`src/rtl/writeback.sv`:
```
// writeback: Y86 W pipeline register, register-file write-port driver, halt detection and retire counter.
module writeback #(
  parameter int WORD_W = 32
) (
  input  logic              clk,
  input  logic              rst,
  input  logic [3:0]        M_stat,
  input  logic [3:0]        M_icode,
  input  logic [3:0]        M_dstE,
  input  logic [3:0]        M_dstM,
  input  logic [WORD_W-1:0] M_valE,
  input  logic [WORD_W-1:0] m_valM,
  input  logic              W_stall,
  input  logic              W_bubble,
  output logic [3:0]        dstE,
  output logic [3:0]        dstM,
  output logic [WORD_W-1:0] valE,
  output logic [WORD_W-1:0] valM,
  output logic [3:0]        W_icode,
  output logic [3:0]        Stat,
  output logic              halted,
  output logic [31:0]       retired
);
  localparam logic [3:0] AOK = 4'd1, NOP = 4'd1, RNONE = 4'hF;
  typedef enum logic {RUN, STOP} state_t;
  state_t            state_q;
  logic              valid_q, halted_q;
  logic [3:0]        stat_q, icode_q, dste_q, dstm_q, fin_q;
  logic [WORD_W-1:0] vale_q, valm_q;
  logic [31:0]       retired_q, retired_d;
  logic              wr_en, exc;
  always_comb begin
    exc       = valid_q && stat_q != AOK;
    wr_en     = valid_q && stat_q == AOK && state_q == RUN;
    retired_d = (wr_en && !W_stall) ? retired_q + 32'd1 : retired_q;
  end
  always_ff @(posedge clk) begin
    if (rst) begin
      state_q   <= RUN;
      halted_q  <= 1'b0;
      fin_q     <= AOK;
      retired_q <= '0;
      valid_q   <= 1'b0;
      stat_q    <= AOK;
      icode_q   <= NOP;
      dste_q    <= RNONE;
      dstm_q    <= RNONE;
      vale_q    <= '0;
      valm_q    <= '0;
    end else if (state_q == RUN) begin
      retired_q <= retired_d;
      if (exc) begin
        state_q  <= STOP;
        halted_q <= 1'b1;
        fin_q    <= stat_q;
      end
      if (!W_stall) begin
        valid_q <= !W_bubble;
        stat_q  <= W_bubble ? AOK : M_stat;
        icode_q <= W_bubble ? NOP : M_icode;
        dste_q  <= W_bubble ? RNONE : M_dstE;
        dstm_q  <= W_bubble ? RNONE : M_dstM;
        vale_q  <= W_bubble ? '0 : M_valE;
        valm_q  <= W_bubble ? '0 : m_valM;
      end
    end
  end
  // A collision on one register lets the memory result win (popl %esp).
  assign dstM    = wr_en ? dstm_q : RNONE;
  assign dstE    = (wr_en && dste_q != dstm_q) ? dste_q : RNONE;
  assign valE    = vale_q;
  assign valM    = valm_q;
  assign W_icode = icode_q;
  assign Stat    = state_q == STOP ? fin_q : exc ? stat_q : AOK;
  assign halted  = halted_q;
  assign retired = retired_q;
endmodule

```
`config.mk`:
```
export PLATFORM = sky130hd
export DESIGN_NAME = writeback
export DESIGN_NICKNAME = d
export VERILOG_FILES = /design/src/rtl/writeback.sv
export SDC_FILE = /design/constraint.sdc
export NUM_CORES = 1
export LEC_CHECK = 0
export ABC_CLOCK_PERIOD_IN_PS = 2400
export BUFFER_PORTS_ARGS = -buffer_cell sky130_fd_sc_hd__buf_2
export CAP_MARGIN = 5
export CORE_MARGIN = 1.5
export CORE_UTILIZATION = 40
export DETAILED_ROUTE_END_ITERATION = 10
export GPL_TIMING_DRIVEN = 0
export PLACE_DENSITY_LB_ADDON = 0.2
export SETUP_SLACK_MARGIN = 0.02
export SKIP_CTS_REPAIR_TIMING = 1
export SYNTH_ARGS = -nofsm -noshare
export SYNTH_HDL_FRONTEND = slang
export SYNTH_SLANG_ARGS = --single-unit
```
`constraint.sdc`:
```
create_clock -name clk -period 2.4 [get_ports clk]
set_input_delay 0.12 -clock clk [delete_from_list [all_inputs] [get_ports clk]]
set_output_delay 0.12 -clock clk [all_outputs]
set_load 0.01 [all_outputs]
```
-- After elaboration in Yosys (flattened, before gate mapping)
Cells that the tools add are included.
- word-level logic and storage cells: 39
- output and inout port bits: 113
- register bits after elaboration: 119
- $add $sub $neg: 1
- mux-type cells: 12
- equal/unequal tests: 3
- bitwise gates (word level): 2
- reductions and logical operators: 10
- operator list (cell ; number):
    32-bit two-way mux ; 2
    32-bit by 1-bit adder with 32-bit output (second input constant) ; 1
    4-bit two-way mux ; 8
    2-bit AND reduction ; 3
    1-bit logical AND ; 5
    4-bit by 1-bit == test with 1-bit output (second input constant) ; 1
    4-bit by 1-bit != test with 1-bit output (second input constant) ; 1
    4-bit != test ; 1
    1-bit zero test ; 2
    1-bit two-way mux ; 2
    1-bit inverter ; 2

-- Depth between registers and ports, before layout
Gate-level depths: netlist of the first run.
- depth in word-level cells: 5
- mapped depth: 7
- depth with buffers taken out: 5

-- Least setup slack after synthesis of the first run
No wires, ideal clock.
- path type: register to register
- start: register retired_q[18], in the netlist retired[18]
- end: register retired_q[31], in the netlist retired[31]
- setup slack: 0.483 ns
- buffers on the path: 0
- data required time: 2.277 ns
- cell stages (with the launch flop): 5
- arrival: 1.794 ns
- period minus slack after synthesis: 1.917 ns
- path through: dfxtp_1 nand4_2 or4_4 nor4_1 mux2_1
- longest elaborated chain between the ends: 1
- ends and longest elaborated chain (what ; line ; text):
    start, declared ; 30 ; logic [31:0] retired_q, retired_d;
    start signal, assigned ; 51 ; retired_q <= retired_d;
    32-bit by 1-bit adder with 32-bit output ; 35 ; retired_d = (wr_en && !W_stall) ? retired_q + 32'd1 : retired_q;
Every way passes these cells.
A chain may end at the register's enable or synchronous reset.

-- Worst setup path after layout of the first run
- start: register stat_q[3]
- end: output port dstE[3]
- longest elaborated chain between the ends: 5
- ends and longest elaborated chain (what ; line ; text):
    start, declared ; 28 ; logic [3:0] stat_q, icode_q, dste_q, dstm_q, fin_q;
    start signal, assigned ; 59 ; stat_q <= W_bubble ? AOK : M_stat;
    4-bit by 1-bit == test with 1-bit output ; 34 ; wr_en = valid_q && stat_q == AOK && state_q == RUN;
    1-bit logical AND (2 in series) ; 34 ;
    1-bit logical AND ; 70 ; assign dstE = (wr_en && dste_q != dstm_q) ? dste_q : RNONE;
    4-bit two-way mux ; 70 ;
    end, declared ; 15 ; output logic [3:0] dstE,
Every way passes these cells.

==> results of run 1 <==
[final cells by class]
type / instances / area, um2 / share of cell area (%)
multi-input cells: 416 / 2460 / 33.5
flip-flops and latches: 119 / 2380 / 32.4
repair buffers: 253 / 1550 / 21.1
clock buffers: 26 / 489 / 6.66
well taps: 168 / 210 / 2.86
plain buffers: 49 / 186 / 2.54
clock inverters: 4 / 45.0 / 0.613
inverters: 6 / 22.5 / 0.307
[worst register-to-register path: cells and delay by family, from the launching register on]
family	cells	cell delay, ns
mux	1	0.36
simple gates	3	1.12
flops	1	0.46
[cell families (layout without fill, tap and decap cells)]
family | after synthesis | in the layout
AO/OA/AOI/OAI | 137 | 137
XOR/XNOR | 11 | 11
adder cells (fa/ha/maj) | 1 | 1
buffers and inverters | 55 | 338
flip-flops | 119 | 119
multiplexers | 2 | 2
AND/OR/NAND/NOR | 265 | 265
[metal layers]
| metal | up-vias | track usage [%] |
|---|---|---|
| met3 | 27 | 8.07 |
| met5 | - | 0 |
| li1 | 2645 | - |
| met2 | 200 | 37.8 |
| met4 | 0 | 9.47 |
| met1 | 2532 | 27.5 |
[power by group]
| part | switching, W | internal, W |
|---|---|---|
| registers | 0.0000376 | 0.00204 |
| clock network | 0.000831 | 0.00149 |
| logic | 0.000280 | 0.000245 |
| total | 0.00115 | 0.00377 |
[synthesized netlist by cell type, types with 4 or more instances]
master	instances
dfxtp_1	119
a21oi_1	97
nand2_1	84
nand3b_1	70
clkbuf_1	45
nor2_1	25
or4_1	18
o31ai_1	17
nor3_1	12
o21bai_1	10
xor2_1	9
nand4_1	8
or3_1	8
nand3_1	7
inv_1	6
nand2b_1	5
nor4_1	4
o21ai_0	4
[flip-flops by register name, indices dropped and copies added (netlist names)]
name     cells
state_q      1
halted       1
W_icode      4
fin_q        4
valM        32
valE        32
stat_q       4
valid_q      1
dste_q       4
dstm_q       4
retired     32
[through the flow]
step                cell area [um2]  utilization [%]  hold WS, ns  std cells  setup WS [ns]
detailed placement             6230             51.3        0.374        953          0.170
global route                   7350             60.4      -0.0105       1041         0.0515
global placement               6230             51.3        0.363        953          0.222
CTS                            6770             55.6      -0.0565        983          0.103
floorplan                      5050                -        0.274        590          0.483
finish                         7350             60.4      -0.0255       1041          0.224
[worst paths after layout]
path                                   from          end  cells past startpoint
worst max-delay path              stat_q[3]      dstE[3]                      5
worst min-delay path              M_dstE[1]    dste_q[1]                      3
worst max register to register  retired[17]  retired[31]                      4
worst min register to register     valE[23]     valE[23]                      2
==> impl_metrics.env, run 1 <==
export IMPL_outcome="finished, violations left"
export IMPL_violations="negative hold slack"
export IMPL_finalSetupTns_ns=0
export IMPL_drive_gt1_share_pct=26.8
export IMPL_syn_nets=675
export IMPL_core_area_um2=12200
export IMPL_cp_required_ns=2.28
export IMPL_synth_area_per_cell_um2=8.55
export IMPL_p_per_area_nw_per_um2=670
export IMPL_p_leak_nw=3.04
export IMPL_synth_area_um2=5050
export IMPL_hpwlAfterDp_um=10800
export IMPL_fp_dieH_um=115
export IMPL_crit_arrival_ns=2.06
export IMPL_critPathMaxFanout=8
export IMPL_synthSimpleGateAreaFrac_pct=30.6
export IMPL_vias=5404
export IMPL_critPathMaxStageDelay_ns=0.53
export IMPL_cts_buffers=17
export IMPL_antenna_cells=0
export IMPL_fin_nets=947
export IMPL_placement_rows=40
export IMPL_antenna_found_initial=0
export IMPL_critPathTopFamily="simple AND/OR/NAND/NOR gates"
export IMPL_met3WireLength_um=962
export IMPL_wl_per_cell_um=15.3
export IMPL_layout_commonest_cell="buf_2"
export IMPL_path_cells="or4b_1 -> clkbuf_1 -> nor3_2 -> nand2b_1 -> buf_2"
export IMPL_grt_pass1_wl_um=23800
export IMPL_final_cell_mix="buf_2 (197), dfxtp_1 (119), a21oi_1 (97)"
export IMPL_worstMarginPinSlew_ns=0.899
export IMPL_clockBufferDepth=2
export IMPL_period_share_pct=90.7
export IMPL_ys_types=42
export IMPL_async_flop_share_pct=0
export IMPL_hold_class="in -> reg"
export IMPL_topRoutingLayerUsed="met4"
export IMPL_worstSetupPathType="reg -> out"
export IMPL_finalWorstPathRequiredPeriod_ns=2.18
export IMPL_avgViaCountPerCell=5.19
export IMPL_synth_seq_cells=119
export IMPL_holdWs_ns=-0.0255
export IMPL_gp_congestion=0.812
export IMPL_ys_flop_type="dfxtp_1"
export IMPL_slew_headroom_pct=39.8
export IMPL_path_clk_slew_ns=0.05
export IMPL_setup_viol=0
export IMPL_drtIter0Drc=304
export IMPL_fill_cells=1091
export IMPL_start_util_pct=41.5
export IMPL_timing_fmax_mhz=460
export IMPL_finalWirelength_um=15900
export IMPL_start_kind="flop"
export IMPL_clock_sinks=119
export IMPL_yosysWarningCount=0
export IMPL_synth_top_area_share_pct=47.2
export IMPL_ioPinCount=197
export IMPL_die_w_um=115
export IMPL_drc=0
export IMPL_cts_tree="built"
export IMPL_cp_slowest_cell="or4b_1"
export IMPL_io_buffers=195
export IMPL_synth_mux_area_share_pct=0.421
export IMPL_cts_htree_levels=4
export IMPL_grt_ovfl_total=0
export IMPL_grt_max_degree=17
export IMPL_grt_setup_unrepaired="false"
export IMPL_grt_use_total_pct=23.0
export IMPL_synth_cells=590
export IMPL_p_total_w=0.00492
export IMPL_cp_end_kind="output pin"
export IMPL_drv_slew=0
export IMPL_yosys_area_top_type="dfxtp_1"
export IMPL_grt_pass1_vias=4829
export IMPL_rrSetupSlack_ns=0.35
export IMPL_antenna_left=0
export IMPL_maxCapViolations=0
export IMPL_synthTopCellsByArea="dfxtp_1 (47%), nand3b_1 (10%), a21oi_1 (9.6%)"
export IMPL_dr_wl_met2_um=7930
export IMPL_ctsRootBufferMaster="clkbuf_16"
export IMPL_synth_adder_area_share_pct=0.248
export IMPL_synth_edff_count=0
export IMPL_insertion_delay_ns=0.41
export IMPL_synth_top_family_by_area="simple AND/OR/NAND/NOR gates"
export IMPL_synth_xor_area_share_pct=1.91
export IMPL_synth_compound_area_share_pct=15.5
export IMPL_wl_met1_um=6720
export IMPL_fin_skew_ns=0.00971
export IMPL_areaGrowthSynthToFinish_pct=45.5
export IMPL_synth_sequential_area_ratio_pct=47.2
export IMPL_worst_path_buf_inv=2
export IMPL_die_area_um2=13300
export IMPL_hold_violations=16
export IMPL_drt_first_pass_iters=5
export IMPL_vdd_ir_drop_worst_mv=0.461
(Power assumes the default switching activity.)
==> run 2: changes to the inputs <==
Settings changed: CORE_UTILIZATION 40 to 49.
==> run 2 against run 1 <==
  * The flow still finishes with violations (negative hold slack)
  * Hold slack better by 0.014 ns
  * First-iteration DRC count down 6.6%
  * Combinational power up 9.5%
  * Final cell count down 0.77%
  * Clock power up 12%
  * Design area up 3.7%
  * Clock skew about the same
  * Utilization up 17 points
  * Global-route usage up 4.2 points
  * Power up 7.0%
  * Critical path depth unchanged
  * Critical path type unchanged
  * Largest power group unchanged
==> impl_metrics.env, run 2 (synthesis results as in run 1) <==
export IMPL_regArea_um2=2380
export IMPL_drtIter0Drc=284
export IMPL_finalWirelength_um=17800
export IMPL_fin_nets=972
export IMPL_grt_pass1_vias=5069
export IMPL_fin_skew_ns=0.00928
export IMPL_preCtsSetupSlack_ns=0.187
export IMPL_critPathMaxFanout=8
export IMPL_die_w_um=104
export IMPL_layout_commonest_cell="buf_2"
export IMPL_antenna_cells=0
export IMPL_gp_congestion=0.833
export IMPL_fill_cells=657
export IMPL_avgViaCountPerCell=5.61
export IMPL_timing_final_ws_setup_ns=0.0472
export IMPL_grt_pass1_wl_um=23900
export IMPL_vias=5793
export IMPL_timing_fmax_mhz=425
export IMPL_p_per_area_nw_per_um2=691
export IMPL_drt_first_pass_iters=5
export IMPL_cp_end_kind="output pin"
export IMPL_vdd_ir_drop_worst_mv=0.516
export IMPL_maxCapViolations=0
export IMPL_hpwlAfterDp_um=10800
export IMPL_crit_arrival_ns=2.23
export IMPL_die_area_um2=10900
export IMPL_cts_htree_levels=4
export IMPL_holdPathStages=3
export IMPL_placement_rows=36
export IMPL_grt_ovfl_total=0
export IMPL_rrSetupSlack_ns=0.33
export IMPL_drv_slew=0
export IMPL_start_util_pct=51.2
export IMPL_holdWs_ns=-0.0113
export IMPL_finalWorstPathRequiredPeriod_ns=2.35
export IMPL_multiInputGateArea_um2=2460
export IMPL_fp_dieH_um=104
export IMPL_period_share_pct=98.0
export IMPL_timing_rr_end="retired[31]"
export IMPL_reg2regPathDepth=4
export IMPL_ctsRootBufferMaster="clkbuf_8"
export IMPL_hold_violations=1
export IMPL_worstHoldStart="rst"
export IMPL_violations="negative hold slack"
export IMPL_slew_headroom_pct=44.6
export IMPL_holdPathEnd="retired[31]"
export IMPL_drive_gt1_share_pct=26.8
export IMPL_cts_buffers=17
export IMPL_grt_use_total_pct=27.2
export IMPL_antenna_left=0
export IMPL_cp_required_ns=2.28
export IMPL_antenna_found_initial=0
export IMPL_hold_class="in -> reg"
export IMPL_outcome="finished, violations left"
export IMPL_insertion_delay_ns=0.52
export IMPL_setup_viol=0
export IMPL_io_buffers=195
export IMPL_clockBufferDepth=2
export IMPL_core_area_um2=9860
export IMPL_clock_sinks=119
export IMPL_drc=0
export IMPL_areaGrowthSynthToFinish_pct=50.9
export IMPL_cts_tree="built"
export IMPL_worstMarginPinSlew_ns=0.827
export IMPL_worstSetupPathType="reg -> out"
export IMPL_final_cell_mix="buf_2 (197), dfxtp_1 (119), a21oi_1 (97)"
export IMPL_ioPinCount=197
export IMPL_r2r_start="retired[17]"
export IMPL_p_leak_nw=3.17
export IMPL_wl_per_cell_um=17.2
export IMPL_path_clk_slew_ns=0.06
export IMPL_grt_max_degree=17
export IMPL_start_kind="flop"
export IMPL_finish_utilization_pct=77.2
[run 2: cell count changes in the layout (fill, tap and decap cells not counted), moves of 2 or more]
cell           before  now
clkbuf_8            3    1
clkinv_2            3    6
clkbuf_1           51   46
dlygate4sd3_1      55   80
bufinv_16           1    4
clkinvlp_4          0    2
clkinv_4            0    2
[run 2: final cells by class]
class / instances / share of cell area, %
Tap cell: 133 / 2.18
Clock buffer: 18 / 5.49
Multi-Input combinational cell: 416 / 32.3
Clock inverter: 14 / 2.40
Sequential cell: 119 / 31.3
Buffer: 49 / 2.45
Inverter: 6 / 0.296
Timing Repair Buffer: 278 / 23.6
[run 2: worst max-delay path: stages (launching register included)]
cell and delay (ns):
dfxtp_1 0.38, or4b_1 0.53, clkbuf_1 0.20, nor3_2 0.29, nand2b_1 0.15, buf_2 0.17
[run 2: power by group]
part           leakage (nW)  total [W]  internal, W  switching (W)
clock                 0.294    0.00261      0.00168       0.000934
sequential            0.967    0.00208      0.00204      0.0000417
combinational          1.91   0.000575     0.000272       0.000303
[run 2: routing by layer]
metal  vias to the layer above  track usage [%]  part of all wire, %
li1                       2702                -                    -
met1                      2753             29.6                   37
met2                       271             46.9                   52
met3                        67             9.09                  6.5
met4                         0             13.9                  4.1
met5                         -                0                    0
[run 2: how the worst max path moves through the flow]
stage | start | endpoint | slack (ns) | cells past startpoint
6_report | stat_q[3] | dstE[1] | 0.05 | 5
2_1_floorplan | retired[18] | retired[31] | 0.48 | 4
5_1_grt | stat_q[3] | dstE[1] | -0.04 | 5
3_5_place_dp | stat_q[3] | retired[29] | 0.19 | 5
3_3_place_gp | stat_q[3] | retired[29] | 0.25 | 5
4_1_cts | stat_q[3] | dstE[1] | -0.03 | 5
[run 2: per-stage QoR]
stage	TNS [ns]	area (um2)	cells	total power, W	hold WS [ns]
final	0	7620	1033	0.00527	-0.0113
after global routing	-0.0375	7620	1033	0.00541	0.0503
after CTS	-0.0284	6790	950	0.00511	-0.152
after detailed placement	0	6190	918	0.00255	0.381
after global placement	0	6190	918	0.00254	0.367
after floorplan	0	5050	590	0.00236	0.274
